--- src/rtl/adc_serial_reg_slave.sv ---
// adc_serial_reg_slave
// Responder end of the ADC 3-wire serial register-write bus (sen active-low,
// sclk idle-high, sdata MSB-first, 8-bit address then 8-bit data).
// The bus is oversampled on clk. Each valid 16-bit frame updates a 4-entry
// register shadow (0x00, 0x3D, 0x41, 0x25). The ADC hardware reset pin
// (adc_reset) returns the shadow to its defaults and aborts any frame in flight.
// Optional build macro ADC_SERIAL_REG_SLAVE_ERR_CNT_EN adds a saturating
// error counter output (err_cnt) that counts frame_err and addr_miss pulses.

module adc_serial_reg_slave #(
    parameter int unsigned SYNC_STAGES = 2,
    parameter logic [7:0]  DEF_00      = 8'h00,
    parameter logic [7:0]  DEF_3D      = 8'h00,
    parameter logic [7:0]  DEF_41      = 8'h00,
    parameter logic [7:0]  DEF_25      = 8'h00
) (
    input  logic       clk,
    input  logic       rst_n,
    input  logic       sen,
    input  logic       sclk,
    input  logic       sdata,
    input  logic       adc_reset,
    output logic [7:0] reg_00,
    output logic [7:0] reg_3d,
    output logic [7:0] reg_41,
    output logic [7:0] reg_25,
    output logic       wr_strobe,
    output logic [7:0] wr_addr,
    output logic [7:0] wr_data,
    output logic       addr_miss,
    output logic       frame_err,
    output logic       init_done
`ifdef ADC_SERIAL_REG_SLAVE_ERR_CNT_EN
    ,
    output logic [7:0] err_cnt
`endif
);

    // Depths below two are not metastability-safe; clamp instead of failing.
    localparam int unsigned SYNC_N = (SYNC_STAGES < 2) ? 2 : SYNC_STAGES;

    typedef enum logic [1:0] {
        ST_IDLE,
        ST_SHIFT,
        ST_COMMIT
    } state_t;

    // ------------------------------------------------------------------
    // Input synchronizers and edge-detect history
    // ------------------------------------------------------------------
    logic [SYNC_N-1:0] sen_sync_q;
    logic [SYNC_N-1:0] sclk_sync_q;
    logic [SYNC_N-1:0] sdata_sync_q;
    logic [SYNC_N-1:0] arst_sync_q;
    logic              sen_prev_q;
    logic              sclk_prev_q;

    logic              sen_s;
    logic              sclk_s;
    logic              sdata_s;
    logic              arst_s;
    logic              sen_fall;
    logic              sen_rise;
    logic              sclk_fall;

    // Synchronize the asynchronous bus pins and keep one extra flop for edges
    always_ff @(posedge clk or negedge rst_n) begin
        if (!rst_n) begin
            sen_sync_q   <= '1;
            sclk_sync_q  <= '1;
            sdata_sync_q <= '1;
            arst_sync_q  <= '0;
            sen_prev_q   <= 1'b1;
            sclk_prev_q  <= 1'b1;
        end else begin
            sen_sync_q   <= {sen_sync_q[SYNC_N-2:0], sen};
            sclk_sync_q  <= {sclk_sync_q[SYNC_N-2:0], sclk};
            sdata_sync_q <= {sdata_sync_q[SYNC_N-2:0], sdata};
            arst_sync_q  <= {arst_sync_q[SYNC_N-2:0], adc_reset};
            sen_prev_q   <= sen_sync_q[SYNC_N-1];
            sclk_prev_q  <= sclk_sync_q[SYNC_N-1];
        end
    end

    assign sen_s     = sen_sync_q[SYNC_N-1];
    assign sclk_s    = sclk_sync_q[SYNC_N-1];
    assign sdata_s   = sdata_sync_q[SYNC_N-1];
    assign arst_s    = arst_sync_q[SYNC_N-1];
    assign sen_fall  = sen_prev_q & ~sen_s;
    assign sen_rise  = ~sen_prev_q & sen_s;
    assign sclk_fall = sclk_prev_q & ~sclk_s;

    // ------------------------------------------------------------------
    // Frame state, shift register and register shadow
    // ------------------------------------------------------------------
    state_t      state_q;
    logic [15:0] sr_q;
    logic [15:0] sr_d;
    logic [4:0]  cnt_q;
    logic [4:0]  cnt_d;
    logic [7:0]  reg00_q;
    logic [7:0]  reg3d_q;
    logic [7:0]  reg41_q;
    logic [7:0]  reg25_q;
    logic [3:0]  mask_q;
    logic [3:0]  sel;
    logic        wr_strobe_q;
    logic [7:0]  wr_addr_q;
    logic [7:0]  wr_data_q;
    logic        addr_miss_q;
    logic        frame_err_q;
    logic        init_done_q;
`ifdef ADC_SERIAL_REG_SLAVE_ERR_CNT_EN
    logic [7:0]  err_cnt_q;
`endif

    // Next shift-register/bit-count value for a sclk falling edge inside a frame
    always_comb begin
        sr_d  = sr_q;
        cnt_d = cnt_q;
        if ((state_q == ST_SHIFT) && sclk_fall) begin
            sr_d = {sr_q[14:0], sdata_s};
            if (cnt_q != 5'd17) begin
                cnt_d = cnt_q + 5'd1;
            end
        end
    end

    // One-hot select of the shadow register addressed by the captured frame
    always_comb begin
        sel = 4'b0000;
        case (sr_q[15:8])
            8'h00:   sel = 4'b0001;
            8'h3D:   sel = 4'b0010;
            8'h41:   sel = 4'b0100;
            8'h25:   sel = 4'b1000;
            default: sel = 4'b0000;
        endcase
    end

    // Frame FSM with registered strobes, shadow registers and written-mask
    always_ff @(posedge clk or negedge rst_n) begin
        if (!rst_n) begin
            state_q     <= ST_IDLE;
            sr_q        <= '0;
            cnt_q       <= '0;
            reg00_q     <= DEF_00;
            reg3d_q     <= DEF_3D;
            reg41_q     <= DEF_41;
            reg25_q     <= DEF_25;
            mask_q      <= '0;
            wr_strobe_q <= 1'b0;
            wr_addr_q   <= '0;
            wr_data_q   <= '0;
            addr_miss_q <= 1'b0;
            frame_err_q <= 1'b0;
            init_done_q <= 1'b0;
`ifdef ADC_SERIAL_REG_SLAVE_ERR_CNT_EN
            err_cnt_q   <= '0;
`endif
        end else begin
            wr_strobe_q <= 1'b0;
            addr_miss_q <= 1'b0;
            frame_err_q <= 1'b0;
            init_done_q <= &mask_q;
            if (arst_s) begin
                // Hardware reset wins over everything, including a pending commit.
                state_q     <= ST_IDLE;
                sr_q        <= '0;
                cnt_q       <= '0;
                reg00_q     <= DEF_00;
                reg3d_q     <= DEF_3D;
                reg41_q     <= DEF_41;
                reg25_q     <= DEF_25;
                mask_q      <= '0;
                init_done_q <= 1'b0;
`ifdef ADC_SERIAL_REG_SLAVE_ERR_CNT_EN
                err_cnt_q   <= '0;
`endif
            end else begin
                case (state_q)
                    ST_IDLE: begin
                        if (sen_fall) begin
                            state_q <= ST_SHIFT;
                            cnt_q   <= '0;
                        end
                    end
                    ST_SHIFT: begin
                        // A bit arriving with sen rising is shifted before the commit count check.
                        sr_q  <= sr_d;
                        cnt_q <= cnt_d;
                        if (sen_rise) begin
                            state_q <= ST_COMMIT;
                        end
                    end
                    ST_COMMIT: begin
                        state_q <= ST_IDLE;
                        if (cnt_q == 5'd16) begin
                            wr_strobe_q <= 1'b1;
                            wr_addr_q   <= sr_q[15:8];
                            wr_data_q   <= sr_q[7:0];
                            if (sel == 4'b0000) begin
                                addr_miss_q <= 1'b1;
`ifdef ADC_SERIAL_REG_SLAVE_ERR_CNT_EN
                                if (err_cnt_q != 8'hFF) err_cnt_q <= err_cnt_q + 8'd1;
`endif
                            end else begin
                                if (sel[0]) reg00_q <= sr_q[7:0];
                                if (sel[1]) reg3d_q <= sr_q[7:0];
                                if (sel[2]) reg41_q <= sr_q[7:0];
                                if (sel[3]) reg25_q <= sr_q[7:0];
                                mask_q <= mask_q | sel;
                            end
                        end else begin
                            frame_err_q <= 1'b1;
`ifdef ADC_SERIAL_REG_SLAVE_ERR_CNT_EN
                            if (err_cnt_q != 8'hFF) err_cnt_q <= err_cnt_q + 8'd1;
`endif
                        end
                    end
                    default: begin
                        state_q <= ST_IDLE;
                    end
                endcase
            end
        end
    end

    assign reg_00    = reg00_q;
    assign reg_3d    = reg3d_q;
    assign reg_41    = reg41_q;
    assign reg_25    = reg25_q;
    assign wr_strobe = wr_strobe_q;
    assign wr_addr   = wr_addr_q;
    assign wr_data   = wr_data_q;
    assign addr_miss = addr_miss_q;
    assign frame_err = frame_err_q;
    assign init_done = init_done_q;
`ifdef ADC_SERIAL_REG_SLAVE_ERR_CNT_EN
    assign err_cnt   = err_cnt_q;
`endif

endmodule

--- config.mk ---
export PLATFORM = sky130hd
export DESIGN_NAME = adc_serial_reg_slave
export DESIGN_NICKNAME = d
export VERILOG_FILES = /design/src/rtl/adc_serial_reg_slave.sv
export SDC_FILE = /design/constraint.sdc
export NUM_CORES = 1
export LEC_CHECK = 0
export ABC_AREA = 1
export CORE_AREA = 2 2 122 124
export CTS_CLUSTER_SIZE = 8
export DETAILED_ROUTE_END_ITERATION = 8
export DIE_AREA = 0 0 124 126
export MAX_ROUTING_LAYER = met4
export SYNTH_ARGS = -nofsm -noshare
export SYNTH_HDL_FRONTEND = slang
export SYNTH_SLANG_ARGS = --single-unit
--- constraint.sdc ---
create_clock -name clk -period 1.54 [get_ports clk]
set_clock_uncertainty 0.05 [all_clocks]
set_input_delay 0.154 -clock clk [delete_from_list [all_inputs] [get_ports clk]]
set_output_delay 0.154 -clock clk [all_outputs]
set_load 0.02 [all_outputs]
# == Yosys cells after proc, flatten, opt, wreduce, memory -nomap -nowiden ==
# Cells that the tools add are included.
# op_classes
addsub,1
mul,0
div,0
order_cmp,0
n_eq_ne,12
shift,0
muxes,48
bitwise_logic,8
reduce_logical,23
# ops
op,n
two-way mux 8 bit,20
two-way mux 16 bit,3
AND reduction 4 bit,6
two-way mux 5 bit,4
== test 8 x 6 -> 1 bit (second input constant),2
two-way mux 4 bit,4
one-hot mux 4 bit (4 select lines),1
nonzero test 2 bit,8
two-way mux 1 bit,11
one-hot mux 5 bit (2 select lines),1
== test 8 x 7 -> 1 bit (second input constant),1
zero test 8 bit,1
two-way mux 2 bit,3
!= test 3 x 2 -> 1 bit (second input constant),2
!= test 3 bit (second input constant),2
AND reduction 3 bit,2
adder 5 x 1 -> 5 bit (second input constant),1
== test 5 bit (second input constant),1
!= test 5 bit (second input constant),1
zero test 4 bit,1
inverter 1 bit,4
bitwise OR 4 bit,1
one-hot mux 2 bit (2 select lines),1
AND reduction 2 bit,2
other kinds (7),9
# totals
register_bits,89
latchBits,0
ram_bits,0
mem_bits_ro,0
in_bits,6
out_inout_bits,52
word_cells,112
n_memories,0

# == Longest topological paths before layout ==
# Gate-level depths: netlist of run 1.
# logic_depth
ltp_word,7
mapped_depth,10
depth_no_buf,9

# == Worst setup path after synthesis of run 1 ==
# OpenSTA, ideal clock, no wires.
# synth_timing
path_type,register to register
from,reg cnt_q[0]
to,reg reg3d_q[0] (netlist: reg_3d[0])
setup_time_ns,0.118
arrival_time_ns,1.329
t_required_ns,1.372
path_slack_ns,0.044
stages_incl_launch_ff,9
n_path_buf,1
period_less_slack_ns,1.496
cell_sequence,dfrtp_1 > inv_1 > ha_1 > nand3_1 > nor3_2 > buf_4 > nand3_4 > nand3_1 > nand2_1
# synth_between
elab_chain_cells,3
# synth_rtl
item,line_no,text
"start, declared",99,logic [4:0] cnt_q;
"start signal, assigned",191,cnt_q <= cnt_d;
== test 5 bit,198,if (cnt_q == 5'd16) begin
nonzero test 2 bit (no source line),--,
AND reduction 4 bit (no source line),--,
"end signal, assigned",209,if (sel[1]) reg3d_q <= sr_q[7:0];
"end, declared",102,logic [7:0] reg3d_q;
# No other way between the ends.
# A chain may end at the register's enable or synchronous reset.

# == Worst setup path in the final report of run 1 ==
# layout_timing
from,reg cnt_q[0]
to,reg reg00_q[6] (netlist: reg_00[6])
# layout_between
elab_chain_cells,3
# layout_rtl
item,line_no,text
== test 5 bit,198,
nonzero test 2 bit (no source line),--,
AND reduction 4 bit (no source line),--,
"end signal, assigned",208,if (sel[0]) reg00_q <= sr_q[7:0];
"end, declared",101,logic [7:0] reg00_q;
# No other way between the ends.

==> results of run 1 <==
critical path: stages, from the launching register on:
cell     delay [ps]
dfrtp_1         390
inv_2            90
ha_4            140
nand3_4          80
nor3_4          170
buf_6           180
nand3_4         160
nand3_2         100
nand2_1          50
placed cells by master (no fill, tap or decap), types with 9 or more instances in the layout:
cell type / netlist / layout
dlymetal6s2s_1: 0 / 28
clkdlybuf4s50_1: 0 / 18
dfrtp_1: 81 / 79
o21ai_1: 33 / 33
nand2_2: 3 / 11
dlygate4sd2_1: 0 / 10
clkbuf_16: 0 / 9
nand3_2: 0 / 17
o21ai_0: 21 / 21
inv_1: 44 / 40
nand3_1: 32 / 14
buf_4: 1 / 30
nor2_1: 26 / 19
nand2_1: 88 / 78
registers in the layout, indices dropped and copies added, names as in the netlist, 4 cells and up:
signal and count:
reg_3d 8, reg_41 8, cnt_q 5, wr_addr 8, wr_data 8, sr_q 16, reg_00 8, reg_25 8
mask_q 4
cell families after synthesis:
logic type / after synthesis / synth area share (%)
buffers and inverters: 64 / 7.17
and+or+nand+nor: 173 / 22.4
adders and majority gates: 3 / 1.02
AOI/OAI and AO/OA: 60 / 8.40
DFF: 89 / 61.0
worst min-delay path by stage:
stage | cells past startpoint | end | slack (ps)
floorplan | 0 | addr_miss | -190
global placement | 1 | wr_addr[4] | 70
finish | 1 | sen_sync_q[0] | 160
detailed placement | 1 | wr_addr[6] | 70
CTS | 1 | sen_sync_q[0] | 160
global route | 1 | sclk_sync_q[0] | 170
routing by layer:
layer	share of wire, %	up-vias	wire, um
met1	47	1433	4260
met3	4.9	9	442
met5	0	-	0
met4	1.2	0	106
met2	46	63	4180
li1	-	1445	-
where the power goes:
group,switching [W],internal [W]
clock network,0.000845,0.00142
logic,0.000184,0.0000951
registers,0.0000224,0.00237
total,0.00105,0.00389
through the flow:
stage	power [W]	cells	setup TNS (ps)	worst slack, ps	hold slack (ps)
6_report	0.00494	672	0	15.4	165
5_1_grt	0.00512	672	-2230	-95.3	169
4_1_cts	0.00495	664	-1.58	-1.58	156
3_5_place_dp	0.00267	642	-916	-97.5	66.1
3_3_place_gp	0.00266	642	-645	-65.4	66.3
2_1_floorplan	0.00254	389	0	43.6	-192
what timing repair did:
item	CTS	global route
setup buffers	4	7
gates resized for setup	22	82
endpoints found under the setup margin	35	94
pin swaps	3	21
cloned	1	1
hold buffers	1	0
hold endpoints to repair	26	0
final cells by class:
cell class / instances / share of cell area [%]
Sequential cell: 89 / 42.1
Multi-Input combinational cell: 237 / 26.1
Timing Repair Buffer: 94 / 17.8
Clock buffer: 12 / 4.44
Tap cell: 184 / 4.32
Inverter: 51 / 3.85
Clock inverter: 4 / 1.32
Timing Repair inverter: 1 / 0.0940
==> metrics, run 1 <==
outcome finished clean; critical path launch point cnt_q[0]; DRC viols 0; largest net degree at the start of global routing 45; Slew HR 73.1%; Worst-Margin Slew 403 ps; Die Span Y 126 um; Reg area 2240 um2; CP startpoint kind flop; Post-DP HPWL 6.27 mm; clock sink count 89; final net count 492; post-synthesis sequential area ratio 61.0%; area grow syn2layout 45.3%; Rows 44; io pins 58; IO Port Bufs 57; DR iter-0 viols 125; Synth top area share 55.3%; Reg-to-Reg Start cnt_q[0]; fin crit period 1520 ps; number of H-tree levels 3; Post-Syn Area 3660 um2; clock buffer depth 2; fin util 37.2%; CTS tree done; Yosys top cell by area dfrtp_1; first-pass GRT wire length 14.4 mm; layout cell share with drive strength beyond 1 26.0%; Max Cap Viol 0; vias in the first global route 2857; worst min path class in -> reg; Crit. End Element flop; fill cell count 1447; GRT Residual Overflow 0; Final Cycle Share 99.0%; maximum clock frequency 656 MHz; DR vias 2950; worst-path maximum fanout 8; core area 14300 um2; Diodes inserted 0; drt wl/cell 13.4 um; drt first pass iters 4; Initial Util 25.6%; Die ar. 15600 um2; fin. max-slew vios 0; Final Cell Area 5330 um2; total clock buffers created by CTS 9; synth warn 0; GRT met2 Usage 17.6%; Reg2Reg Setup Slack 20 ps; worst setup path endpoint reg_00[6]; Setup CP Type reg -> reg; most common cell in the synthesized netlist nand2_1; Cell Pwr Density 927 nW/um2; clk_lat worst skew 340 ps; Yosys cell types 29; Routed Antenna Nets 0; RR Endpoint reg_00[6]; vias per cell 4.39; initial antenna violation count 0; Synth Area per Inst 9.42 um2; GPL Wtd Cong 0.830; GR Layer Usage met3 3.80%; critical path arrival 1710 ps; Async SR Flop Fraction 100%; Post-Synthesis Cells 389; Worst EP required 1720 ps; Mapped Nets 398; GR Util All Layers 12.2%; top cells by count, synth nand2_1 (88), dfrtp_1 (81), inv_1 (44), o21ai_1 (33), nand3_1 (32); leak pwr 2.89 nW; Worst Min Path Start sen; Chip Width 124 um; final setup vio count 0; Final Hold Vio Count 0; Multi-input gate area 1390 um2; synthesized flop and latch total 89; final wirelength 8.99 mm; Reg2Reg Depth 8; clk slew on worst S/H paths 60 ps; Post-synth EDFFs 0; Max VDD drop 541 uV; RSZ-0062 raised after global routing true; CTS root buf clkbuf_16; met1 usage 16.5%; Synth Flop Type dfrtp_1; Post-DP Area 4600 um2; Area contributors post-synth dfrtp_1 (55%), nand2_1 (9.0%), dfstp_2 (5.7%); gr busiest metal met2
Power figures use the tool's default switching activity.
==> inputs of run 2 (changes only) <==
GPL_ROUTABILITY_DRIVEN = 0   (was not set)
HOLD_SLACK_MARGIN = 0.03   (was not set)
==> results of run 2 <==
Same layout as run 1: the final DEF is identical, and so are final timing and power.
==> inputs of run 3 (changes only) <==
CORE_AREA = 2 2 91 93   (was 2 2 122 124)
DIE_AREA = 0 0 93 95   (was 0 0 124 126)
PLACE_DENSITY = 0.74   (was not set)
RECOVER_POWER = 25   (was not set)
==> run 3 against run 2 <==
The flow now finishes with violations (setup timing); sequential share of layout area increased by 2.4 points; worst setup slack lost 40 ps; largest cell class unchanged; fmax decreased by 2.5%; worst hold slack improved by 110 ps; via count increased by 0.31%.
==> metrics, run 3 (synthesized netlist as in run 1, its figures left out) <==
critical path arrival 1770 ps (was 1710 ps); Slew HR 50.0% (was 73.1%); switching part of the total power 21.9% (was 21.3%); Cell Pwr Density 891 nW/um2 (was 927 nW/um2); Crit. End Element flop (unchanged); max reg flops 16 (unchanged); Setup CP Type reg -> reg (unchanged); Pint 0.00350 W (was 0.00389 W); gr busiest metal met2 (unchanged); layout cell share with drive strength beyond 1 23.7% (was 26.0%); DRC viols 0 (unchanged); DR vias 2959 (was 2950); Min Hold Slack 279 ps (was 165 ps); RSZ-0062 raised after global routing true (unchanged); Worst-Margin Slew 751 ps (was 403 ps); Final Cell Area 5030 um2 (was 5330 um2); drt wl/cell 14.6 um (was 13.4 um); clock buffer depth 2 (unchanged); maximum clock frequency 639 MHz (was 656 MHz); Post-DP Area 4500 um2 (was 4600 um2); final net count 486 (was 492); GRT Residual Overflow 0 (unchanged); clk slew on worst S/H paths 80 ps (was 60 ps); Multi-input gate area 1360 um2 (was 1390 um2); fin. max-slew vios 0 (unchanged); drt first pass iters 4 (unchanged); Worst EP required 1750 ps (was 1720 ps); worst-path maximum fanout 8 (unchanged); Design Power 0.00449 W (was 0.00494 W); clk_lat worst skew 360 ps (was 340 ps); Rows 33 (was 44); fin crit period 1560 ps (was 1520 ps); Reg-to-Reg Start sr_q[15] (was cnt_q[0]); area grow syn2layout 37.4% (was 45.3%); CTS root buf clkbuf_8 (was clkbuf_16); IO Port Bufs 57 (unchanged); outcome finished, violations left (was finished clean); Die ar. 8840 um2 (was 15600 um2); Chip Width 93 um (was 124 um); vias per cell 5.05 (was 4.39); fill cell count 661 (was 1447); worst min path class in -> reg (unchanged); Die Span Y 95 um (was 126 um); core area 7930 um2 (was 14300 um2); clock sink count 89 (unchanged); fin util 63.5% (was 37.2%); clock power share 40.4% (was 45.8%); Routed Antenna Nets 0 (unchanged); number of H-tree levels 3 (unchanged); GRT met2 Usage 32.5% (was 17.6%); GR Layer Usage met3 3.83% (was 3.80%); Max Cap Viol 0 (unchanged); Max VDD drop 623 uV (was 541 uV); critical path launch point sr_q[15] (was cnt_q[0]); total clock buffers created by CTS 9 (unchanged); Final Hold Vio Count 0 (unchanged); CP startpoint kind flop (unchanged); Diodes inserted 0 (unchanged); io pins 58 (unchanged); DR iter-0 viols 137 (was 125); most common cell after layout, fill and taps aside dfrtp_1 (unchanged); leading cell types in the layout, fill and taps excluded dfrtp_1 (79), nand2_1 (75), inv_1 (42), o21ai_1 (37), dlygate4sd2_1 (28) (was dfrtp_1 (79), nand2_1 (78), inv_1 (40), o21ai_1 (33), buf_4 (30)); final wirelength 8.54 mm (was 8.99 mm); vias in the first global route 2952 (was 2857); leak pwr 2.81 nW (was 2.89 nW); Reg area 2240 um2 (unchanged); Worst Min Path Start sclk (was sen); met1 usage 28.1% (was 16.5%); Initial Util 46.2% (was 25.6%); Sw Pwr 0.000983 W (was 0.00105 W); register name with the most flops sr_q (unchanged); initial antenna violation count 0 (unchanged); worst setup margin -24.4 ps (was 15.4 ps); Final Cycle Share 102% (was 99.0%); final setup vio count 5 (was 0); CTS tree done (unchanged); largest net degree at the start of global routing 35 (was 45); failing checks setup timing; sequential share of power 53.3% (was 48.5%); share of total power in combinational logic 6.3% (was 5.6%); first-pass GRT wire length 14.0 mm (was 14.4 mm); Post-DP HPWL 5.82 mm (was 6.27 mm); GR Util All Layers 21.3% (was 12.2%); Hold Path Depth 1 (unchanged); Reg2Reg Depth 9 (was 8)
## run 3: power groups by stage
stage / Sequential (W) / Combinational, W / Clock (W)
after floorplan: 0.00243 / 0.000102 / 0
after global placement: 0.00243 / 0.000219 / 0
after detailed placement: 0.00243 / 0.000227 / 0
after CTS: 0.00239 / 0.000260 / 0.00182
after global routing: 0.00240 / 0.000314 / 0.00192
final: 0.00239 / 0.000283 / 0.00181
## run 3: final cells by class
class                           count  share of cell area (%)
Clock buffer                       13                    3.36
Clock inverter                      2                    1.19
Inverter                           51                    4.03
Multi-Input combinational cell    237                    26.9
Sequential cell                    89                    44.5
Tap cell                          105                    2.61
Timing Repair Buffer               88                    17.3
Timing Repair inverter              1                  0.0994
## run 3: metal layers
layer | wire length, um | up-vias
li1 | - | 1429
met1 | 3910 | 1444
met3 | 355 | 16
met2 | 4100 | 70
met4 | 179 | 0
met5 | 0 | -
## run 3: final timing paths
check	end	slack, ps
hold reg to reg	arst_sync_q[1]	300
hold / removal	sclk_sync_q[0]	280
max in group asynchronous	reg_00[3]	180
min in group asynchronous	sr_q[11]	350
setup reg to reg	reg_00[4]	-20
setup / recovery	reg_00[4]	-20
## run 3: worst max-delay path: stages (launching register included)
cell	delay [ps]
dfrtp_1	430
nor2_4	160
buf_6	110
nand2_4	60
nor2_8	110
nor2_2	50
nand2_4	130
nand3_4	170
nand3_2	120
nand2_2	60
## run 3: stage by stage
| step | instances | setup WS (ps) | setup TNS, ps |
|---|---|---|---|
| 6_report | 586 | -24.4 | -54.6 |
| 5_1_grt | 586 | -112 | -3050 |
| 4_1_cts | 583 | -33.7 | -151 |
| 3_5_place_dp | 560 | -69.1 | -1130 |
| 3_3_place_gp | 560 | -36.1 | -394 |
| 2_1_floorplan | 389 | 43.6 | 0 |
## run 3: timing repair
item | in CTS | in global routing
endpoints found under the hold margin | 79 | 0
hold buffers | 1 | 0
endpoints found under the setup margin | 59 | 90
pin swaps | 18 | 18
cloned | 0 | 2
resized for setup | 44 | 69
buffers inserted | 7 | 2
